### config.mk
export PLATFORM = sky130hd
export DESIGN_NAME = apb_timer_slave
export DESIGN_NICKNAME = d
export VERILOG_FILES = /design/src/rtl/apb_timer_slave.sv
export SDC_FILE = /design/constraint.sdc
export NUM_CORES = 1
export LEC_CHECK = 0
export ABC_AREA = 1
export BUFFER_PORTS_ARGS = -buffer_cell sky130_fd_sc_hd__buf_2
export CAP_MARGIN = 20
export CORE_ASPECT_RATIO = 1.4
export CORE_MARGIN = 3
export CORE_UTILIZATION = 58
export DETAILED_ROUTE_END_ITERATION = 10
export GPL_TIMING_DRIVEN = 0
export HOLD_SLACK_MARGIN = 0.15
export PLACE_DENSITY = 0.85
export SYNTH_ARGS = -nofsm -noshare
export SYNTH_HDL_FRONTEND = slang
export SYNTH_SLANG_ARGS = --single-unit
### constraint.sdc
create_clock -name HCLK -period 2 [get_ports HCLK]
set_input_delay 0.4 -clock HCLK [delete_from_list [all_inputs] [get_ports HCLK]]
set_output_delay 0.4 -clock HCLK [all_outputs]
set_load 0.02 [all_outputs]
### src/rtl/apb_timer_slave.sv
// APB2 zero-wait-state timer peripheral: prescaled down-counter with one-shot or
// auto-reload operation, sticky expiry flag and level interrupt.
module apb_timer_slave #(
    parameter int ADDR_WIDTH = 32,
    parameter int DATA_WIDTH = 32
) (
    input  logic                  HCLK,
    input  logic                  HRESETn,
    input  logic                  PSEL,
    input  logic                  PENABLE,
    input  logic [ADDR_WIDTH-1:0] PADDR,
    input  logic                  PWRITE,
    input  logic [DATA_WIDTH-1:0] PWDATA,
    output logic [DATA_WIDTH-1:0] PRDATA,
    output logic                  IRQ
);

    localparam logic [1:0] REG_CTRL   = 2'd0;
    localparam logic [1:0] REG_LOAD   = 2'd1;
    localparam logic [1:0] REG_VALUE  = 2'd2;
    localparam logic [1:0] REG_STATUS = 2'd3;

    localparam logic [DATA_WIDTH-1:0] DATA_ZERO = {DATA_WIDTH{1'b0}};
    localparam logic [DATA_WIDTH-1:0] DATA_ONE  = {{(DATA_WIDTH-1){1'b0}}, 1'b1};

    typedef enum logic {
        ST_STOPPED = 1'b0,
        ST_RUNNING = 1'b1
    } state_t;

    state_t                  state_r;
    state_t                  state_nxt_s;
    logic                    auto_reload_r;
    logic                    auto_reload_nxt_s;
    logic                    irq_en_r;
    logic                    irq_en_nxt_s;
    logic [7:0]              prescale_r;
    logic [7:0]              prescale_nxt_s;
    logic [7:0]              pcnt_r;
    logic [7:0]              pcnt_nxt_s;
    logic [DATA_WIDTH-1:0]   load_r;
    logic [DATA_WIDTH-1:0]   load_nxt_s;
    logic [DATA_WIDTH-1:0]   value_r;
    logic [DATA_WIDTH-1:0]   value_nxt_s;
    logic                    expired_r;
    logic                    expired_nxt_s;
    logic [DATA_WIDTH-1:0]   prdata_r;
    logic [DATA_WIDTH-1:0]   prdata_nxt_s;
    logic [DATA_WIDTH-1:0]   rdata_s;
    logic                    irq_r;

    logic                    wr_s;
    logic                    rd_setup_s;
    logic [1:0]              reg_sel_s;
    logic                    wr_ctrl_s;
    logic                    wr_load_s;
    logic                    wr_status_s;
    logic                    running_s;
    logic                    tick_s;
    logic                    expire_s;
    logic                    unused_addr_s;

    assign reg_sel_s     = PADDR[3:2];
    assign unused_addr_s = ^{PADDR[ADDR_WIDTH-1:4], PADDR[1:0]};

    assign wr_s        = PSEL & PENABLE & PWRITE;
    assign rd_setup_s  = PSEL & ~PENABLE & ~PWRITE;
    assign wr_ctrl_s   = wr_s & (reg_sel_s == REG_CTRL);
    assign wr_load_s   = wr_s & (reg_sel_s == REG_LOAD);
    assign wr_status_s = wr_s & (reg_sel_s == REG_STATUS);

    assign running_s = (state_r == ST_RUNNING);
    assign tick_s    = running_s & (pcnt_r == prescale_r);
    // A LOAD write on the same edge overrides the tick, so it can never expire.
    assign expire_s  = tick_s & ~wr_load_s & (value_r == DATA_ZERO);

    // Run/stop state: the written EN wins over a simultaneous one-shot expiry.
    always_comb begin
        state_nxt_s = state_r;
        case (state_r)
            ST_STOPPED: begin
                if (wr_ctrl_s && PWDATA[0]) begin
                    state_nxt_s = ST_RUNNING;
                end else begin
                    state_nxt_s = ST_STOPPED;
                end
            end
            ST_RUNNING: begin
                if (wr_ctrl_s) begin
                    state_nxt_s = PWDATA[0] ? ST_RUNNING : ST_STOPPED;
                end else if (expire_s && !auto_reload_r) begin
                    state_nxt_s = ST_STOPPED;
                end else begin
                    state_nxt_s = ST_RUNNING;
                end
            end
            default: begin
                state_nxt_s = ST_STOPPED;
            end
        endcase
    end

    // Control fields, prescaler, counter and expiry flag next-state.
    always_comb begin
        auto_reload_nxt_s = auto_reload_r;
        irq_en_nxt_s      = irq_en_r;
        prescale_nxt_s    = prescale_r;
        load_nxt_s        = load_r;
        value_nxt_s       = value_r;
        pcnt_nxt_s        = pcnt_r;
        expired_nxt_s     = expired_r;

        if (wr_ctrl_s) begin
            auto_reload_nxt_s = PWDATA[1];
            irq_en_nxt_s      = PWDATA[2];
            prescale_nxt_s    = PWDATA[15:8];
        end else begin
            auto_reload_nxt_s = auto_reload_r;
            irq_en_nxt_s      = irq_en_r;
            prescale_nxt_s    = prescale_r;
        end

        if (!running_s || wr_load_s || tick_s) begin
            pcnt_nxt_s = 8'd0;
        end else begin
            pcnt_nxt_s = pcnt_r + 8'd1;
        end

        if (wr_load_s) begin
            load_nxt_s  = PWDATA;
            value_nxt_s = PWDATA;
        end else if (tick_s) begin
            if (value_r != DATA_ZERO) begin
                value_nxt_s = value_r - DATA_ONE;
            end else if (auto_reload_r) begin
                value_nxt_s = load_r;
            end else begin
                value_nxt_s = value_r;
            end
        end else begin
            value_nxt_s = value_r;
        end

        // Set has priority over write-1-to-clear.
        if (expire_s) begin
            expired_nxt_s = 1'b1;
        end else if (wr_status_s && PWDATA[0]) begin
            expired_nxt_s = 1'b0;
        end else begin
            expired_nxt_s = expired_r;
        end
    end

    // Read mux; unimplemented bits read as zero.
    always_comb begin
        rdata_s = DATA_ZERO;
        case (reg_sel_s)
            REG_CTRL: begin
                rdata_s[0]    = running_s;
                rdata_s[1]    = auto_reload_r;
                rdata_s[2]    = irq_en_r;
                rdata_s[15:8] = prescale_r;
            end
            REG_LOAD: begin
                rdata_s = load_r;
            end
            REG_VALUE: begin
                rdata_s = value_r;
            end
            REG_STATUS: begin
                rdata_s[0] = expired_r;
            end
            default: begin
                rdata_s = DATA_ZERO;
            end
        endcase
    end

    // Read data is captured in the setup phase and held until the next read setup.
    always_comb begin
        if (rd_setup_s) begin
            prdata_nxt_s = rdata_s;
        end else begin
            prdata_nxt_s = prdata_r;
        end
    end

    // State registers; IRQ is registered from next-state so it tracks EXPIRED & IRQ_EN.
    always_ff @(posedge HCLK or negedge HRESETn) begin
        if (!HRESETn) begin
            state_r       <= ST_STOPPED;
            auto_reload_r <= 1'b0;
            irq_en_r      <= 1'b0;
            prescale_r    <= 8'd0;
            pcnt_r        <= 8'd0;
            load_r        <= DATA_ZERO;
            value_r       <= DATA_ZERO;
            expired_r     <= 1'b0;
            prdata_r      <= DATA_ZERO;
            irq_r         <= 1'b0;
        end else begin
            state_r       <= state_nxt_s;
            auto_reload_r <= auto_reload_nxt_s;
            irq_en_r      <= irq_en_nxt_s;
            prescale_r    <= prescale_nxt_s;
            pcnt_r        <= pcnt_nxt_s;
            load_r        <= load_nxt_s;
            value_r       <= value_nxt_s;
            expired_r     <= expired_nxt_s;
            prdata_r      <= prdata_nxt_s;
            irq_r         <= expired_nxt_s & irq_en_nxt_s;
        end
    end

    assign PRDATA = prdata_r;
    assign IRQ    = irq_r;

endmodule

==> impl_metrics.tcl, run 1 <==
set metrics [dict create \
    slew_headroom_pct 53.7 \
    clock_skew_ns 0.0107 \
    endpoint_kind "register" \
    track_usage_pct 31.6 \
    die_w_um 97.2 \
    synth_edf_count 0 \
    dp_slack_ns -0.616 \
    final_nets 1143 \
    antenna_found_initial 0 \
    ys_seq_area_share_pct 43.3 \
    whs_path_depth 3 \
    min_to "load_r[16]" \
    reg2reg_slack_ns 0.07 \
    p_seq_share_pct 34.6 \
    die_h_um 134 \
    status "finished, final reports clean" \
    finalCriticalPeriod_ns 1.94 \
    p_sw_share_pct 41.1 \
    place_hpwl_mm 14.7 \
    io_buffers 71 \
    hold_path_class "in2reg" \
    min_from "PWDATA[16]" \
    ys_types 34 \
    cts_root_buffer "clkbuf_16" \
    worst_r2r_path_depth 12 \
    syn_to_final_growth_pct 20.4 \
    fmax_ghz 0.515 \
    avgSynthCellArea_um2 7.02 \
    io_pins 102 \
    wl_per_cell_um 16.9 \
    netlist_area_um2 6760 \
    initial_utilization_pct 59.6 \
    p_switching_uw 4210 \
    whs_ns 0.200 \
    reg2reg_from "value_r[1]" \
    drive_gt1_share_pct 16.9 \
    fp-row-count 46 \
    critPathMaxFanout 10 \
    max-vdd-ir-drop_uv 640 \
    wirelength_mm 20.6 \
    yosys_register_bits 117 \
    leakage_uw 0.00427 \
    startpoint "PADDR[3]" \
    r2r-end "value_r[2]" \
    pwr-share-clk_pct 29.5 \
    internal_power_uw 6030 \
    synth_ff_type "dfrtp_1" \
    fin_ws_ns 0.0569 \
    final_cell_mix "330 x nand2_1, 114 x inv_1, 113 x dfrtp_1" \
    required_ns 2.34 \
    htree_levels 4 \
    setup_viol_count_final 0 \
    ant_nets 0 \
    overflow 0 \
    vias 6777 \
    timing.max_cap.violations 0 \
    synth_fp_nets 1041 \
    cts_tree "yes" \
    hold_violations 0 \
    path_clk_slew_ns 0.06 \
    startpoint_type "input pin" \
    ys_warn_count 0 \
    p_per_area_nw_per_um2 1260 \
    drt_first_pass_iters 6 \
    grt_pass1_wl_mm 32.2 \
    antenna_cells 0 \
    power.combinational.fraction_pct 35.9 \
    slew_violations 0 \
    clock-sinks 117 \
    place_congestion 0.977 \
    drc 0 \
    clockBufferDepth 2 \
    vias_per_cell 5.55 \
    timing.final.crit_share_pct 97.2 \
    dieArea_um2 13000 \
    criticalPathCategory "in2reg" \
    grt_pass1_vias 6650 \
    clk_latency_ns 0.42 \
    grt_start_max_net_pins 71 \
    cts_buffers 17 \
    drtIter0Drc 541 \
    netlist_instances 963 \
    synthArstFlopShare_pct 100 \
    core_area_um2 11300 \
    crit_arrival_ns 2.29 \
    layout_commonest_cell "nand2_1" \
    worst_pin_slew_ns 0.695 \
]
cell families (layout without fill, tap and decap cells):
kind of cell               after synthesis  after routing  synth area share (%)
AOI/OAI and AO/OA                      139            139                  10.8
xor gates and xnor gates                18             18                  2.33
adders and majority gates                9              9                  1.67
buffers and inverters                  153            268                  9.41
DFF                                    117            117                  43.3
and+or+nand+nor                        527            527                  32.5
layer usage:
| layer | share of wire [%] | wire, µm | global-route usage (%) |
|---|---|---|---|
| met1 | 37 | 7630 | 35.5 |
| met2 | 50 | 10400 | 55.6 |
| met3 | 6.4 | 1320 | 4.35 |
| met4 | 6.1 | 1250 | 21.5 |
| met5 | 0 | 0 | 0 |
cells in the mapped netlist, types with 4 or more instances:
library cell,number,area share (%)
nand2_1,334,19
dfrtp_1,117,43
inv_1,117,6.5
nor2_1,94,5.2
o21ai_0,85,6.3
nand3_1,67,5.0
a21oi_1,31,2.3
o22ai_1,18,1.7
clkbuf_1,17,0.94
xor2_1,13,1.7
ha_1,9,1.7
buf_2,7,0.52
nand4_1,7,0.65
xnor2_1,5,0.65
buf_6,4,0.67
nor3_1,4,0.30
or2_2,4,0.37
flip-flops by register name, summed over array words and instances, names as in the netlist:
signal	cells
running_s	1
PRDATA	32
prescale_r	8
value_r	32
expired_r	1
irq_en_r	1
auto_reload_r	1
IRQ	1
pcnt_r	8
load_r	32
area by class of cell:
class | instances | area [µm²]
inverters | 120 | 453
well taps | 144 | 180
clock buffers | 17 | 425
fillers | 890 | 3200
repair buffers | 84 | 482
plain buffers | 32 | 210
multi-input cells | 693 | 3300
flip-flops and latches | 117 | 2930
clock inverters | 15 | 156
worst max path at each step:
stage / to / slack (ns) / cells after the start
after CTS: value_r[17] / 0.004 / 11
after detailed placement: value_r[21] / -0.62 / 12
after floorplan: value_r[10] / 0.06 / 13
final: value_r[30] / 0.06 / 13
after global routing: value_r[2] / -0.03 / 14
after global placement: PRDATA[28] / -0.92 / 1
through the flow:
step	instance area, µm²	TNS [ns]	util (%)	instances	power (µW)
2_1_floorplan	6760	0	-	963	5810
3_3_place_gp	7290	-139.52	64.3	1178	6720
3_5_place_dp	7330	-35.71	64.6	1179	6790
4_1_cts	7980	0	70.3	1214	9900
5_1_grt	8140	-0.0405	71.8	1222	10800
6_report	8140	0	71.8	1222	10200
worst max-delay path, cell delays in order:
cell,delay (ns)
buf_2,0.12
inv_1,0.08
ha_1,0.19
buf_6,0.15
inv_2,0.14
nor2_4,0.09
inv_1,0.14
buf_6,0.20
buf_2,0.30
nand2_1,0.13
nand2_1,0.12
nand2_1,0.08
a21oi_1,0.14
power groups by stage:
| stage | combinational [µW] | clock, µW | sequential, µW |
|---|---|---|---|
| after global routing | 4050 | 3160 | 3590 |
| final | 3670 | 3020 | 3540 |
| after floorplan | 2340 | 0 | 3460 |
| after global placement | 3230 | 0 | 3480 |
| after detailed placement | 3290 | 0 | 3490 |
| after CTS | 3390 | 3030 | 3480 |
what timing repair did:
action | 4_1_cts | 5_1_grt
pin swaps | 3 | 6
hold buffers | 1 | 0
cloned | 0 | 0
hold endpoints to repair | 47 | 0
buffers inserted | 2 | 9
resized for setup | 15 | 36
endpoints found under the setup margin | 57 | 45
No activity file was read; power rests on OpenSTA's default activity.
==> run 2, diff against run 1 <==
--- a/config.mk
+++ b/config.mk
@@ -7,12 +7,10 @@
 export LEC_CHECK = 0
 export ABC_AREA = 1
 export BUFFER_PORTS_ARGS = -buffer_cell sky130_fd_sc_hd__buf_2
-export CAP_MARGIN = 20
 export CORE_ASPECT_RATIO = 1.4
 export CORE_MARGIN = 3
 export CORE_UTILIZATION = 58
 export DETAILED_ROUTE_END_ITERATION = 10
-export GPL_TIMING_DRIVEN = 0
 export HOLD_SLACK_MARGIN = 0.15
 export PLACE_DENSITY = 0.85
 export SYNTH_ARGS = -nofsm -noshare
==> run 2 against run 1 <==
Compared with the run above:
- critical path depth unchanged
- core utilization increased by 1.5 points
- clock power increased by 10%
- die area unchanged
- combinational power increased by 7.9%
- largest power group unchanged
==> impl_metrics.tcl, run 2 (same netlist as run 1, synthesis figures left out) <==
set metrics [dict create \
    status "finished, final reports clean" \
    endpoint_kind "register" \
    path_clk_slew_ns 0.06 \
    grt_start_max_net_pins 59 \
    drt_first_pass_iters 5 \
    cts_root_buffer "clkbuf_16" \
    initial_utilization_pct 59.6 \
    grt_pass1_vias 6854 \
    place_hpwl_mm 13.7 \
    reg2reg_slack_ns 0.11 \
    p_per_area_nw_per_um2 1290 \
    antenna_cells 0 \
    track_usage_pct 31.3 \
    criticalPathCategory "reg2reg" \
    startpoint "value_r[2]" \
    path_cells "nor2_1 -> nand2_1 -> nor2_1 -> nand2_2 -> inv_1 -> nand2_2 -> nand2_2 -> buf_12 -> nand2_1 -> nand2_1 -> nand2_1 -> nand2_1 -> nand2_1" \
    vias 6839 \
    worst_pin_slew_ns 0.655 \
    setup_viol_count_final 0 \
    worst_r2r_path_depth 13 \
    rsz0062_at_grt "yes" \
    path_buf_inv 2 \
    reg2reg_from "value_r[2]" \
    critical_path.top_delay_family "simple AND/OR/NAND/NOR gates" \
    r2r-end "value_r[18]" \
    startpoint_type "register" \
    whs_ns 0.201 \
    crit_top_cell "nand2_1" \
    hold_violations 0 \
    die_w_um 97.2 \
    layout_commonest_cell "nand2_1" \
    finalCriticalPeriod_ns 1.89 \
    dp_slack_ns -0.0777 \
    fmax_ghz 0.529 \
    cts_tree "yes" \
    fp-row-count 46 \
    wl_per_cell_um 16.0 \
    ant_nets 0 \
    place_congestion 1.07 \
    drive_gt1_share_pct 17.6 \
    crit_path_max_incr_delay_ns 0.43 \
    crit_path_end "value_r[18]" \
    cts_buffers 17 \
    syn_to_final_growth_pct 22.9 \
    grt_pass1_wl_mm 32.5 \
    fin_tns_setup_ns 0 \
    htree_levels 4 \
    slew_headroom_pct 56.0 \
    clock-sinks 117 \
    clockBufferDepth 2 \
    core_area_um2 11300 \
    cp_slowest_cell "dfrtp_1" \
    critPathMaxFanout 13 \
    dieArea_um2 13000 \
    io_pins 102 \
    die_h_um 134 \
    overflow 0 \
    timing.max_cap.violations 0 \
    hold_path_class "in2reg" \
    wirelength_mm 19.7 \
    worst-path-stages 13 \
    vias_per_cell 5.56 \
    crit_arrival_ns 2.19 \
    clk_latency_ns 0.42 \
    fin_ws_ns 0.110 \
    drtIter0Drc 518 \
    max-vdd-ir-drop_uv 739 \
    slew_violations 0 \
    postCtsSetupBuffers 0 \
    io_buffers 71 \
    antenna_found_initial 0 \
    clock_skew_ns 0.00613 \
    final_nets 1150 \
    final_cell_mix "331 x nand2_1, 116 x dfrtp_1, 115 x inv_1" \
    required_ns 2.30 \
    drc 0 \
    leakage_uw 0.00440 \
    timing.final.crit_share_pct 94.5 \
]
[run 2: what timing repair did]
action,CTS,global route
hold buffers,1,0
endpoints found under the hold margin,117,0
endpoints found under the setup margin,13,34
resized for setup,3,18
[run 2: layer usage]
metal  up-vias  routed length (µm)  GRT usage, %
li1       3256                   -             -
met1      3160                7350          35.6
met2       328               10100          54.3
met3        95                1100          4.40
met4         0                1140          21.2
met5         -                   0             0
[run 2: worst min-delay path by stage]
| stage | start | to | slack [ns] | cells after the start |
|---|---|---|---|---|
| floorplan | HRESETn | IRQ | 0.10 | 0 |
| global placement | HRESETn | PRDATA[2] | 0.21 | 1 |
| detailed placement | HRESETn | PRDATA[2] | 0.21 | 1 |
| CTS | PWDATA[30] | load_r[30] | 0.20 | 3 |
| global route | PWDATA[29] | load_r[29] | 0.22 | 3 |
| finish | PWDATA[17] | load_r[17] | 0.20 | 3 |
[run 2: cell type report]
cell class | count | area, µm²
clock buffer | 20 | 467
clock inverter | 12 | 176
fill | 858 | 3030
inverter | 120 | 453
multi-input combinational | 693 | 3250
sequential | 117 | 2930
tap | 144 | 180
timing repair buffer | 123 | 855
[run 2: worst register-to-register path: cells and delay by family, from the launching register on]
family,cells,cell delay [ns]
and+or+nand+nor,11,1.11
DFF,1,0.43
buffers and inverters,2,0.24
[run 2: power breakdown]
group          switching, µW  internal [µW]  total, µW
combinational           2500           1460       3960
sequential               486           2930       3420
clock                   1150           2180       3330
[run 2: stage by stage]
stage | utilization [%] | instance area (µm²) | std cells | total power (µW)
CTS | 72.9 | 8260 | 1229 | 10500
floorplan | - | 6760 | 963 | 5810
global route | 73.3 | 8310 | 1229 | 11300
detailed placement | 67.0 | 7600 | 1196 | 7150
global placement | 67.0 | 7600 | 1196 | 7060
finish | 73.3 | 8310 | 1229 | 10700
==> run 3, diff against run 2 <==
==> constraint.sdc (replaced) <==
create_clock -name HCLK -period 2.1 [get_ports HCLK]
set_input_delay 0.42 -clock HCLK [delete_from_list [all_inputs] [get_ports HCLK]]
set_output_delay 0.42 -clock HCLK [all_outputs]
set_load 0.02 [all_outputs]
==> run 3 against run 2 <==
Compared with the run above:
- flip-flop and latch count unchanged
- core utilization decreased by 1.2 points
- fmax decreased by 5.8%
- combinational power decreased by 8.3%
- wire length increased by 0.13%
- sequential share of layout area increased by 0.55 points
- critical path type unchanged
- largest power group unchanged
==> impl_metrics.tcl, run 3 (same netlist as run 1, synthesis figures left out) <==
set metrics [dict create \
    cts_root_buffer "clkbuf_16" \
    cts_buffers 17 \
    utilization_pct 72.1 \
    fp-row-count 46 \
    place_congestion 1.07 \
    timing.final.crit_share_pct 95.5 \
    final_cell_mix "334 x nand2_1, 117 x dfrtp_1, 117 x inv_1" \
    numPlacedInstances 1192 \
    whs_ns 0.224 \
    syn_to_final_growth_pct 21.0 \
    die_w_um 97.2 \
    wl_per_cell_um 16.1 \
    vias 6799 \
    required_ns 2.41 \
    drc 0 \
    io_buffers 71 \
    status "finished, final reports clean" \
    startpoint_type "register" \
    fmax_ghz 0.499 \
    htree_levels 4 \
    cts_tree "yes" \
    critPathMaxFanout 20 \
    fill_cells 916 \
    io_pins 102 \
    final_area_um2 8170 \
    overflow 0 \
    finalCriticalPeriod_ns 2.01 \
    antenna_found_initial 0 \
    grt_pass1_wl_mm 32.5 \
    slew_headroom_pct 62.4 \
    final_cell_count_no_fill 1226 \
    antenna_cells 0 \
    die_h_um 134 \
    place_hpwl_mm 14.1 \
    p_per_area_nw_per_um2 1210 \
    endpoint_kind "register" \
    core_area_um2 11300 \
    clock_skew_ns 0.00564 \
    drive_gt1_share_pct 16.3 \
    leakage_uw 0.00436 \
    clockBufferDepth 2 \
    criticalPathCategory "reg2reg" \
    clk_latency_ns 0.42 \
    drtIter0Drc 419 \
    track_usage_pct 31.4 \
    grt_start_max_net_pins 48 \
    drt_first_pass_iters 5 \
    clock-sinks 117 \
    worst_pin_slew_ns 0.558 \
    path_clk_slew_ns 0.06 \
    hold_violations 0 \
    timing.max_cap.violations 0 \
    final_nets 1147 \
    layout_commonest_cell "nand2_1" \
    max-vdd-ir-drop_uv 629 \
    slew_violations 0 \
    fin_tns_setup_ns 0 \
    crit_arrival_ns 2.32 \
    grt_pass1_vias 6826 \
    wirelength_mm 19.7 \
    vias_per_cell 5.55 \
    dieArea_um2 13000 \
    hold_path_class "in2reg" \
    placed_area_um2 7520 \
    initial_utilization_pct 59.6 \
    setup_viol_count_final 0 \
    ant_nets 0 \
]
## run 3: cell types whose count changed in the layout (fill, tap and decap cells not counted), moves of 4 or more
cell,before,now
buf_12,8,4
nand2_2,6,2
nor2_2,8,3
nor2_1,87,93
## run 3: repair_timing
action	CTS	global route
pin swaps	0	1
endpoints found under the setup margin	5	24
hold endpoints to repair	31	0
setup buffers	0	1
hold buffers	1	0
gates resized for setup	1	6
## run 3: final cells by class
class,count,area [µm²],share of cell area [%]
clock inverters,12,151,1.85
inverters,120,453,5.54
well taps,144,180,2.20
clock buffers,20,467,5.71
flip-flops and latches,117,2930,35.8
repair buffers,120,782,9.57
multi-input cells,693,3210,39.3
## run 3: metrics by stage
stage | power (µW) | worst slack, ns
after floorplan | 5530 | 0.144
after global placement | 6650 | 0.0366
after detailed placement | 6750 | -0.0411
after CTS | 9830 | 0.0518
after global routing | 10500 | -0.0131
final | 9910 | 0.0940
## run 3: report_power, final
| part | total (µW) | internal [µW] | switching (µW) |
|---|---|---|---|
| Combinational | 3630 | 1300 | 2330 |
| Sequential | 3260 | 2790 | 468 |
| Clock | 3020 | 1950 | 1070 |
| Total | 9910 | 6040 | 3860 |
## run 3: worst paths after layout
check | cells after the start | slack, ns | from | end
worst max-delay path | 14 | 0.09 | value_r[1] | value_r[24]
worst min-delay path | 3 | 0.22 | PWDATA[27] | load_r[27]
worst max register to register | 14 | 0.09 | value_r[1] | value_r[24]
worst min register to register | 2 | 0.49 | load_r[24] | load_r[24]
max in group asynchronous | 3 | 0.99 | HRESETn | PRDATA[25]
min in group asynchronous | 2 | 0.50 | HRESETn | PRDATA[2]
## run 3: critical path: stages (launching register included)
cell and delay (ns):
dfrtp_1 0.39, inv_1 0.11, ha_2 0.24, nand3_1 0.09
nor2_1 0.12, nand2_1 0.15, inv_1 0.13, nand2_4 0.11
nand2_2 0.11, buf_12 0.17, nand2_1 0.06, nand2_1 0.06
nand2_1 0.05, nand2_1 0.06, nand2_1 0.05
## run 3: routing by layer
layer / part of all wire (%) / up-vias / global-route usage [%]
met3: 5.3 / 99 / 5.55
met5: 0 / - / 0
met2: 51 / 273 / 55.5
li1: - / 3241 / -
met1: 37 / 3186 / 34.6
met4: 6.3 / 0 / 20.0
